### src/rtl/sha256_bridge_pkg.sv
// Shared types and sizing helpers for the SHA-256 host bridge.
package sha256_bridge_pkg;

  typedef enum logic {eFill, eSend}  tx_state_e;
  typedef enum logic {eIdle, eDrain} rx_state_e;

  localparam int word_width_lp    = 32;
  localparam int msg_width_lp     = 256;
  localparam int words_per_msg_lp = msg_width_lp / word_width_lp;
  localparam int word_idx_w_lp    = $clog2(words_per_msg_lp);

  // A one-word message still needs a 1-bit index register.
  function automatic int idx_width(input int words);
    return (words > 1) ? $clog2(words) : 1;
  endfunction

endpackage

### src/rtl/sha256_digest_unpacker.sv
// Digest return path: accepts one wide digest from the engine and serializes
// it to the host MSB word first over a valid/yumi handshake.
module sha256_digest_unpacker
  import sha256_bridge_pkg::*;
#(
  parameter int word_width_p = word_width_lp,
  parameter int msg_width_p  = msg_width_lp
) (
  input  logic                    clk_i,
  input  logic                    reset_i,
  input  logic                    dig_v_i,
  input  logic [msg_width_p-1:0]  dig_data_i,
  output logic                    dig_yumi_o,
  output logic                    host_v_o,
  output logic [word_width_p-1:0] host_data_o,
  input  logic                    host_yumi_i
);

  localparam int words_lp = msg_width_p / word_width_p;
  localparam int idx_w_lp = idx_width(words_lp);

  rx_state_e             state_q, state_n;
  logic [idx_w_lp-1:0]   idx_q;
  logic [msg_width_p-1:0] dig_q;
  logic                  last_word;

  assign last_word = (idx_q == idx_w_lp'(words_lp - 1));

  always_comb begin
    state_n    = state_q;
    dig_yumi_o = 1'b0;
    host_v_o   = 1'b0;
    case (state_q)
      eIdle: begin
        dig_yumi_o = dig_v_i & ~reset_i;
        if (dig_v_i) state_n = eDrain;
      end
      eDrain: begin
        host_v_o = 1'b1;
        if (host_yumi_i && last_word) state_n = eIdle;
      end
      default: state_n = eIdle;
    endcase
  end

  always_ff @(posedge clk_i or posedge reset_i) begin
    if (reset_i) state_q <= eIdle;
    else         state_q <= state_n;
  end

  // Shift register keeps the word currently offered to the host at the top.
  always_ff @(posedge clk_i or posedge reset_i) begin
    if (reset_i) begin
      dig_q <= '0;
      idx_q <= '0;
    end else if (dig_yumi_o) begin
      dig_q <= dig_data_i;
      idx_q <= '0;
    end else if (host_v_o && host_yumi_i) begin
      dig_q <= dig_q << word_width_p;
      idx_q <= idx_q + idx_w_lp'(1);
    end
  end

  assign host_data_o = dig_q[msg_width_p-1 -: word_width_p];

  a_yumi_needs_valid: assert property (
    @(posedge clk_i) disable iff (reset_i) host_yumi_i |-> host_v_o);

endmodule

### src/rtl/sha256_host_bridge.sv
// Host-side bridge to the SHA-256 engine: packs host words into messages,
// meters them against a credit limit, and returns digests as host words.
module sha256_host_bridge
  import sha256_bridge_pkg::*;
#(
  parameter int word_width_p      = word_width_lp,
  parameter int msg_width_p       = msg_width_lp,
  parameter int max_outstanding_p = 4
) (
  input  logic                    clk_i,
  input  logic                    reset_i,
  input  logic                    host_v_i,
  input  logic [word_width_p-1:0] host_data_i,
  output logic                    host_ready_o,
  output logic                    msg_v_o,
  output logic [msg_width_p-1:0]  msg_data_o,
  input  logic                    msg_ready_i,
  input  logic                    dig_v_i,
  input  logic [msg_width_p-1:0]  dig_data_i,
  output logic                    dig_yumi_o,
  output logic                    host_v_o,
  output logic [word_width_p-1:0] host_data_o,
  input  logic                    host_yumi_i,
  output logic [2:0]              outstanding_o,
  output logic                    err_o
);

  localparam int words_lp = msg_width_p / word_width_p;
  localparam int idx_w_lp = idx_width(words_lp);

  tx_state_e              tx_state_q, tx_state_n;
  logic [idx_w_lp-1:0]    word_cnt_q;
  logic [msg_width_p-1:0] msg_q;
  logic [2:0]             outstanding_q;
  logic                   err_q;
  logic                   credit_ok, word_xfer, msg_xfer, dig_dec, dig_orphan;

  assign credit_ok = (outstanding_q < 3'(max_outstanding_p));

  always_comb begin
    tx_state_n   = tx_state_q;
    host_ready_o = 1'b0;
    msg_v_o      = 1'b0;
    case (tx_state_q)
      eFill: begin
        host_ready_o = ~reset_i;
        if (host_v_i && word_cnt_q == idx_w_lp'(words_lp - 1)) tx_state_n = eSend;
      end
      eSend: begin
        msg_v_o = credit_ok;
        if (credit_ok && msg_ready_i) tx_state_n = eFill;
      end
      default: tx_state_n = eFill;
    endcase
  end

  always_ff @(posedge clk_i or posedge reset_i) begin
    if (reset_i) tx_state_q <= eFill;
    else         tx_state_q <= tx_state_n;
  end

  assign word_xfer = host_v_i & host_ready_o;
  assign msg_xfer  = msg_v_o & msg_ready_i;

  // Words shift in from the LSB end so the first word ends up in the MSBs.
  always_ff @(posedge clk_i or posedge reset_i) begin
    if (reset_i) begin
      word_cnt_q <= '0;
      msg_q      <= '0;
    end else if (word_xfer) begin
      word_cnt_q <= word_cnt_q + idx_w_lp'(1);
      msg_q      <= {msg_q[msg_width_p-word_width_p-1:0], host_data_i};
    end else if (msg_xfer) begin
      word_cnt_q <= '0;
    end
  end

  // A digest with nothing in flight is flagged but must not underflow the count.
  assign dig_dec    = dig_yumi_o & (outstanding_q != 3'd0);
  assign dig_orphan = dig_yumi_o & (outstanding_q == 3'd0);

  always_ff @(posedge clk_i or posedge reset_i) begin
    if (reset_i) begin
      outstanding_q <= '0;
      err_q         <= 1'b0;
    end else begin
      case ({msg_xfer, dig_dec})
        2'b10:   outstanding_q <= outstanding_q + 3'd1;
        2'b01:   outstanding_q <= outstanding_q - 3'd1;
        default: outstanding_q <= outstanding_q;
      endcase
      err_q <= err_q | dig_orphan;
    end
  end

  sha256_digest_unpacker #(
    .word_width_p(word_width_p),
    .msg_width_p (msg_width_p)
  ) unpacker (
    .clk_i      (clk_i),
    .reset_i    (reset_i),
    .dig_v_i    (dig_v_i),
    .dig_data_i (dig_data_i),
    .dig_yumi_o (dig_yumi_o),
    .host_v_o   (host_v_o),
    .host_data_o(host_data_o),
    .host_yumi_i(host_yumi_i)
  );

  assign msg_data_o    = msg_q;
  assign outstanding_o = outstanding_q;
  assign err_o         = err_q;

endmodule

### config.mk
export PLATFORM = sky130hd
export DESIGN_NAME = sha256_host_bridge
export DESIGN_NICKNAME = d
export VERILOG_FILES = /design/src/rtl/sha256_bridge_pkg.sv /design/src/rtl/sha256_digest_unpacker.sv /design/src/rtl/sha256_host_bridge.sv
export SDC_FILE = /design/constraint.sdc
export NUM_CORES = 1
export LEC_CHECK = 0
export CAP_MARGIN = 25
export CELL_PAD_IN_SITES_DETAIL_PLACEMENT = 0
export CELL_PAD_IN_SITES_GLOBAL_PLACEMENT = 1
export CORE_MARGIN = 4
export CORE_UTILIZATION = 38
export CTS_CLUSTER_DIAMETER = 100
export DETAILED_ROUTE_END_ITERATION = 10
export GPL_ROUTABILITY_DRIVEN = 1
export PLACE_DENSITY = 0.92
export SYNTH_ARGS = -nofsm -noshare
export SYNTH_HDL_FRONTEND = slang
export SYNTH_SLANG_ARGS = --single-unit
### constraint.sdc
create_clock -name clk_i -period 18.9 [get_ports clk_i]
set_input_delay 1.89 -clock clk_i [delete_from_list [all_inputs] [get_ports clk_i]]
set_output_delay 1.89 -clock clk_i [all_outputs]
set_load 0.01 [all_outputs]
After elaboration in Yosys (flattened, before gate mapping)
Index checks and enable logic that the tools add are counted.
{ "word_totals": {"register_bits": 524, "input_bits": 294, "word_cells": 52} }
{ "op_classes": {"addsub": 4, "n_lt_le_gt_ge": 1, "n_eq_ne": 4, "mux": 17, "bitwise_logic": 9, "n_reduce_logical": 9} }
{ "op_table": {"columns": ["cell", "n"], "rows": [
  ["256-bit 2-to-1 mux", 2],
  ["3-bit 2-to-1 mux", 4],
  ["3-bit by 1-bit adder with 3-bit output, second input constant", 3],
  ["1-bit 2-to-1 mux", 8],
  ["3-bit == test, second input constant", 2],
  ["3-bit one-hot mux with 2 select lines", 1],
  ["2-bit nonzero test", 3],
  ["1-bit bitwise AND", 5],
  ["1-bit logical AND", 4],
  ["1-bit one-hot mux with 2 select lines", 2],
  ["3-bit zero test", 1],
  ["3-bit less-than comparator, second input constant", 1],
  ["1-bit NOT", 3],
  ["3-bit nonzero test", 1],
  ["3-bit by 1-bit subtractor with 3-bit output, second input constant", 1],
  ["2-bit by 1-bit == test with 1-bit output, second input constant", 1],
  ["2-bit == test, second input constant", 1],
  ["1-bit OR", 1]
]} }

Logic depth before layout (Yosys ltp)
{ "depth": {"word_depth": 6, "mapped_depth": 10, "mapped_depth_nobuf": 8} }

By module
Synthesis repeated with hierarchy kept, for this count alone.
{ "hier_totals": {"hier_cells": 1986, "hier_area_um2": 25922.4} }
{ "by_module_without_submodules": {"columns": ["mod", "instances", "cells_per_inst", "area_each_um2", "seq_area_each_um2"], "rows": [
  ["sha256_digest_unpacker", 1, 1409, 15014.4, 6506.2],
  ["sha256_host_bridge", 1, 577, 10908.0, 6606.3]
]} }

Worst setup path after synthesis
OpenSTA, ideal clock, no wires.
{ "synth_path": {"path_kind": "in2out", "from": "input reset_i", "to": "output dig_yumi_o", "arrival_ns": 2.517, "slack_ns": 14.493, "cell_stages": 3, "n_path_buf": 2, "path_cell_list": "nor3b_2 -> buf_4 -> buf_2"} }
{ "synth_between": {"elab_chain_len": 3} }
{ "synth_rtl": {"columns": ["element", "line", "source"], "rows": [
  ["start: declaration", "sha256_host_bridge.sv:11", "input logic reset_i,"],
  ["1-bit NOT", "sha256_digest_unpacker.sv:35", "dig_yumi_o = dig_v_i & ~reset_i;"],
  ["1-bit bitwise AND", "sha256_digest_unpacker.sv:35", null],
  ["1-bit 2-to-1 mux", "sha256_digest_unpacker.sv:33", "case (state_q)"],
  ["end: declaration", "sha256_host_bridge.sv:20", "output logic dig_yumi_o,"]
]} }
Every way passes these cells.

Final worst setup path
Same ends and word-level chain as after synthesis.

==> impl_metrics.csv <==
group,metric,value,unit
drt,routed_wl,66.0,mm
floorplan,die_w,248,um
clocking,root_buffer,"clkbuf_16",
synth,synth.avg_cell_area,12.6,sq um
worst_setup_path,worstSetupEndpointType,"output port",
sta,relSlewSlack,0.157,
drt,wl_per_cell,21.7,um
final_layout,final_cell_mix,"clkdlybuf4s50_1, dfrtp_1, nand2_1",
worst_setup_path,crit_path_cell_trace,"clkdlybuf4s50_1, nor3b_4, clkdlybuf4s50_1",
worst_setup_path,crit_type,"in -> out",
clocking,cts_tree,"done",
worst_setup_path,reg2reg_from,"unpacker.state_q",
final_layout,nets,2550,
global_routing,grt_max_degree,268,
floorplan,die_y,248,um
sta,skew,0.0112,ns
sta,max_freq,0.188,GHz
clocking,clock_latency,0.58,ns
sta,period_minus_slack,5.31,ns
outcome,outcome,"completed",
worst_setup_path,cp_slowest_cell,"clkdlybuf4s50_1",
clocking,cts_sinks,524,
drt,drt_iter0_drc,944,
power,leakage,12.9,nW
worst_setup_path,cp-startpoint,"reset_i",
worst_setup_path,path_common_cell,"clkdlybuf4s50_1",
sta,finalHoldViolCount,0,
min_path,min_path_type,"reg -> reg",
synth,synth_cell_type_count,29,
sta,rsz0062_at_grt,"false",
worst_setup_path,rrSetupSlack,15.74,ns
sta,hold_ws,0.468,ns
placement,routabilityCongestion,0.859,
synth,synth_warnings,0,
final_layout,syn_to_final_growth,35.3,%
floorplan,fp-row-count,87,
synth,ys_seq_area_frac,0.597,
clocking,clk_pin_slew,0.06,ns
sta,setup_viol,0,
drt,vias,15000,
min_path,hold_start,"err_o",
placement,portBuffers,589,
placement,dp_hpwl,47.6,mm
sta,tns,0,ns
floorplan,io_pins,590,
worst_setup_path,slowest_delay,0.59,ns
synth,synth_cells,1738,
clocking,cts_buffers,55,
clocking,cts_hold_buf,0,
power,power_density,150,nW/um^2
drt,drt-vias-per-instance,4.93,
worst_setup_path,cp.arrival,3.42,ns
worst_setup_path,required,17.01,ns
drt,dr.pass1.iters,5,
drt,drc,0,
job,cap_violations,0,
sta,post-route-period-util,0.281,
power,power,0.00446,W
drt,ant_nets,0,
global_routing,grt-ovfl-total,0,
floorplan,core_area,56800,sq um
floorplan,die_area,61700,sq um
final_layout,layout-drive-gt1-share,0.140,
clocking,htreeDepth,2,
final_layout,stdcell_count,3049,
synth,netlist_area,22000,sq um
synth,synth_nets,2038,
global_routing,grt_pass1_wl,100,mm
global_routing,grtUsageTotal,0.207,
sta,worst_slew_pin_slew,1.26,ns
power,max-vdd-ir-drop,0.123,mV
clocking,postCtsSetupRepairBufs,0,
clocking,postCtsResizedCells,0,
synth,ys_ff_latch,524,
worst_setup_path,setup.worst_path.start_class,"input pin",
clocking,cts_buffer_depth,3,
sta,slew_violations,0,
global_routing,grt_pass1_vias,16300,
final_layout,fill_cells,4786,
placement,dp_cells,2948,
global_routing,antenna_found_initial,7,
final_layout,final_common_cell,"clkdlybuf4s50_1",
floorplan,start_util,0.387,
worst_setup_path,cp_max_fo,4,
## area by class of cell
class | instances | area [sq um] | share of cell area
clock inverter | 19 | 174 | 0.00585
tap | 756 | 946 | 0.0318
inverter | 5 | 26.3 | 0.000885
multi-input combinational | 1062 | 7790 | 0.262
clock buffer | 79 | 1570 | 0.0527
sequential | 524 | 13100 | 0.441
timing repair buffer | 602 | 6080 | 0.205
antenna | 2 | 5.00 | 0.000168
## cell families (layout without fill, tap and decap cells)
group | count (synthesis) | in the layout | share of synthesized area
xor+xnor | 4 | 4 | 0.00160
flops | 524 | 524 | 0.597
compound gates | 264 | 264 | 0.0606
fa+ha+maj | 6 | 6 | 0.00376
mux | 482 | 482 | 0.234
simple gates | 306 | 306 | 0.0536
other cells | 0 | 2 | 0
buf+inv | 152 | 705 | 0.0491
## layer usage
| metal | track usage | share of wire | vias to the layer above |
|---|---|---|---|
| met3 | 0.0759 | 0.084 | 103 |
| met1 | 0.247 | 0.39 | 7432 |
| met4 | 0.0535 | 0.027 | 10 |
| met5 | 0 | 0.0010 | - |
| met2 | 0.358 | 0.49 | 518 |
| li1 | - | - | 6970 |
## final timing paths
check,cells past startpoint,end
setup / recovery,3,dig_yumi_o
hold reg to reg,1,err_o
max in group asynchronous,6,unpacker.dig_q[125]
min in group asynchronous,2,err_o
hold / removal,1,err_o
setup reg to reg,4,unpacker.dig_q[93]
## power by group
group	switching [W]	leakage (nW)	internal (W)
clock	0.000445	0.848	0.000603
combinational	0.000627	5.37	0.000877
sequential	0.000357	6.70	0.00155
## per-stage QoR
stage	cell area (sq um)	util	setup WS [ns]
floorplan	22000	-	2.37
global placement	27900	0.491	12.95
detailed placement	27900	0.492	12.82
CTS	29700	0.522	13.48
global route	29700	0.523	13.40
finish	29700	0.523	13.59
## sequential cells by signal, indices dropped and copies added, names as in the netlist
name              flops
unpacker.idx_q        3
unpacker.dig_q      256
unpacker.state_q      1
err_o                 1
word_cnt_q            3
outstanding_o         3
msg_data_o          256
tx_state_q            1
## cell usage after synthesis
| cell | count | area share |
|---|---|---|
| mux2_1 | 38 | 0.019 |
| a21oi_1 | 3 | 0.00068 |
| and2_1 | 1 | 0.00029 |
| a22o_1 | 2 | 0.00080 |
| a21o_1 | 1 | 0.00034 |
| nor3_1 | 1 | 0.00023 |
| dfrtp_1 | 524 | 0.60 |
| mux2i_1 | 225 | 0.10 |
| xnor2_1 | 2 | 0.00080 |
| nor3b_2 | 1 | 0.00057 |
| clkbuf_1 | 22 | 0.0038 |
| buf_2 | 40 | 0.0091 |
| fa_1 | 1 | 0.00091 |
| inv_1 | 5 | 0.00085 |
| nor2b_1 | 3 | 0.00085 |
| buf_8 | 1 | 0.00068 |
| buf_6 | 32 | 0.016 |
| clkbuf_2 | 3 | 0.00068 |
| clkbuf_8 | 3 | 0.0019 |
| buf_4 | 46 | 0.016 |
| nor2_1 | 4 | 0.00068 |
| nand3b_1 | 1 | 0.00034 |
| nor3b_1 | 1 | 0.00034 |
| mux2_2 | 219 | 0.11 |
| nand2_1 | 294 | 0.050 |
| o21ai_1 | 220 | 0.050 |
| xor2_1 | 2 | 0.00080 |
| ha_1 | 5 | 0.0028 |
| o21ai_0 | 38 | 0.0087 |
## critical path: cells and delay by family
kind | cells | cell delay [ns]
AND/OR/NAND/NOR | 1 | 0.35
buffers and inverters | 2 | 1.18
(Power assumes the default switching activity.)
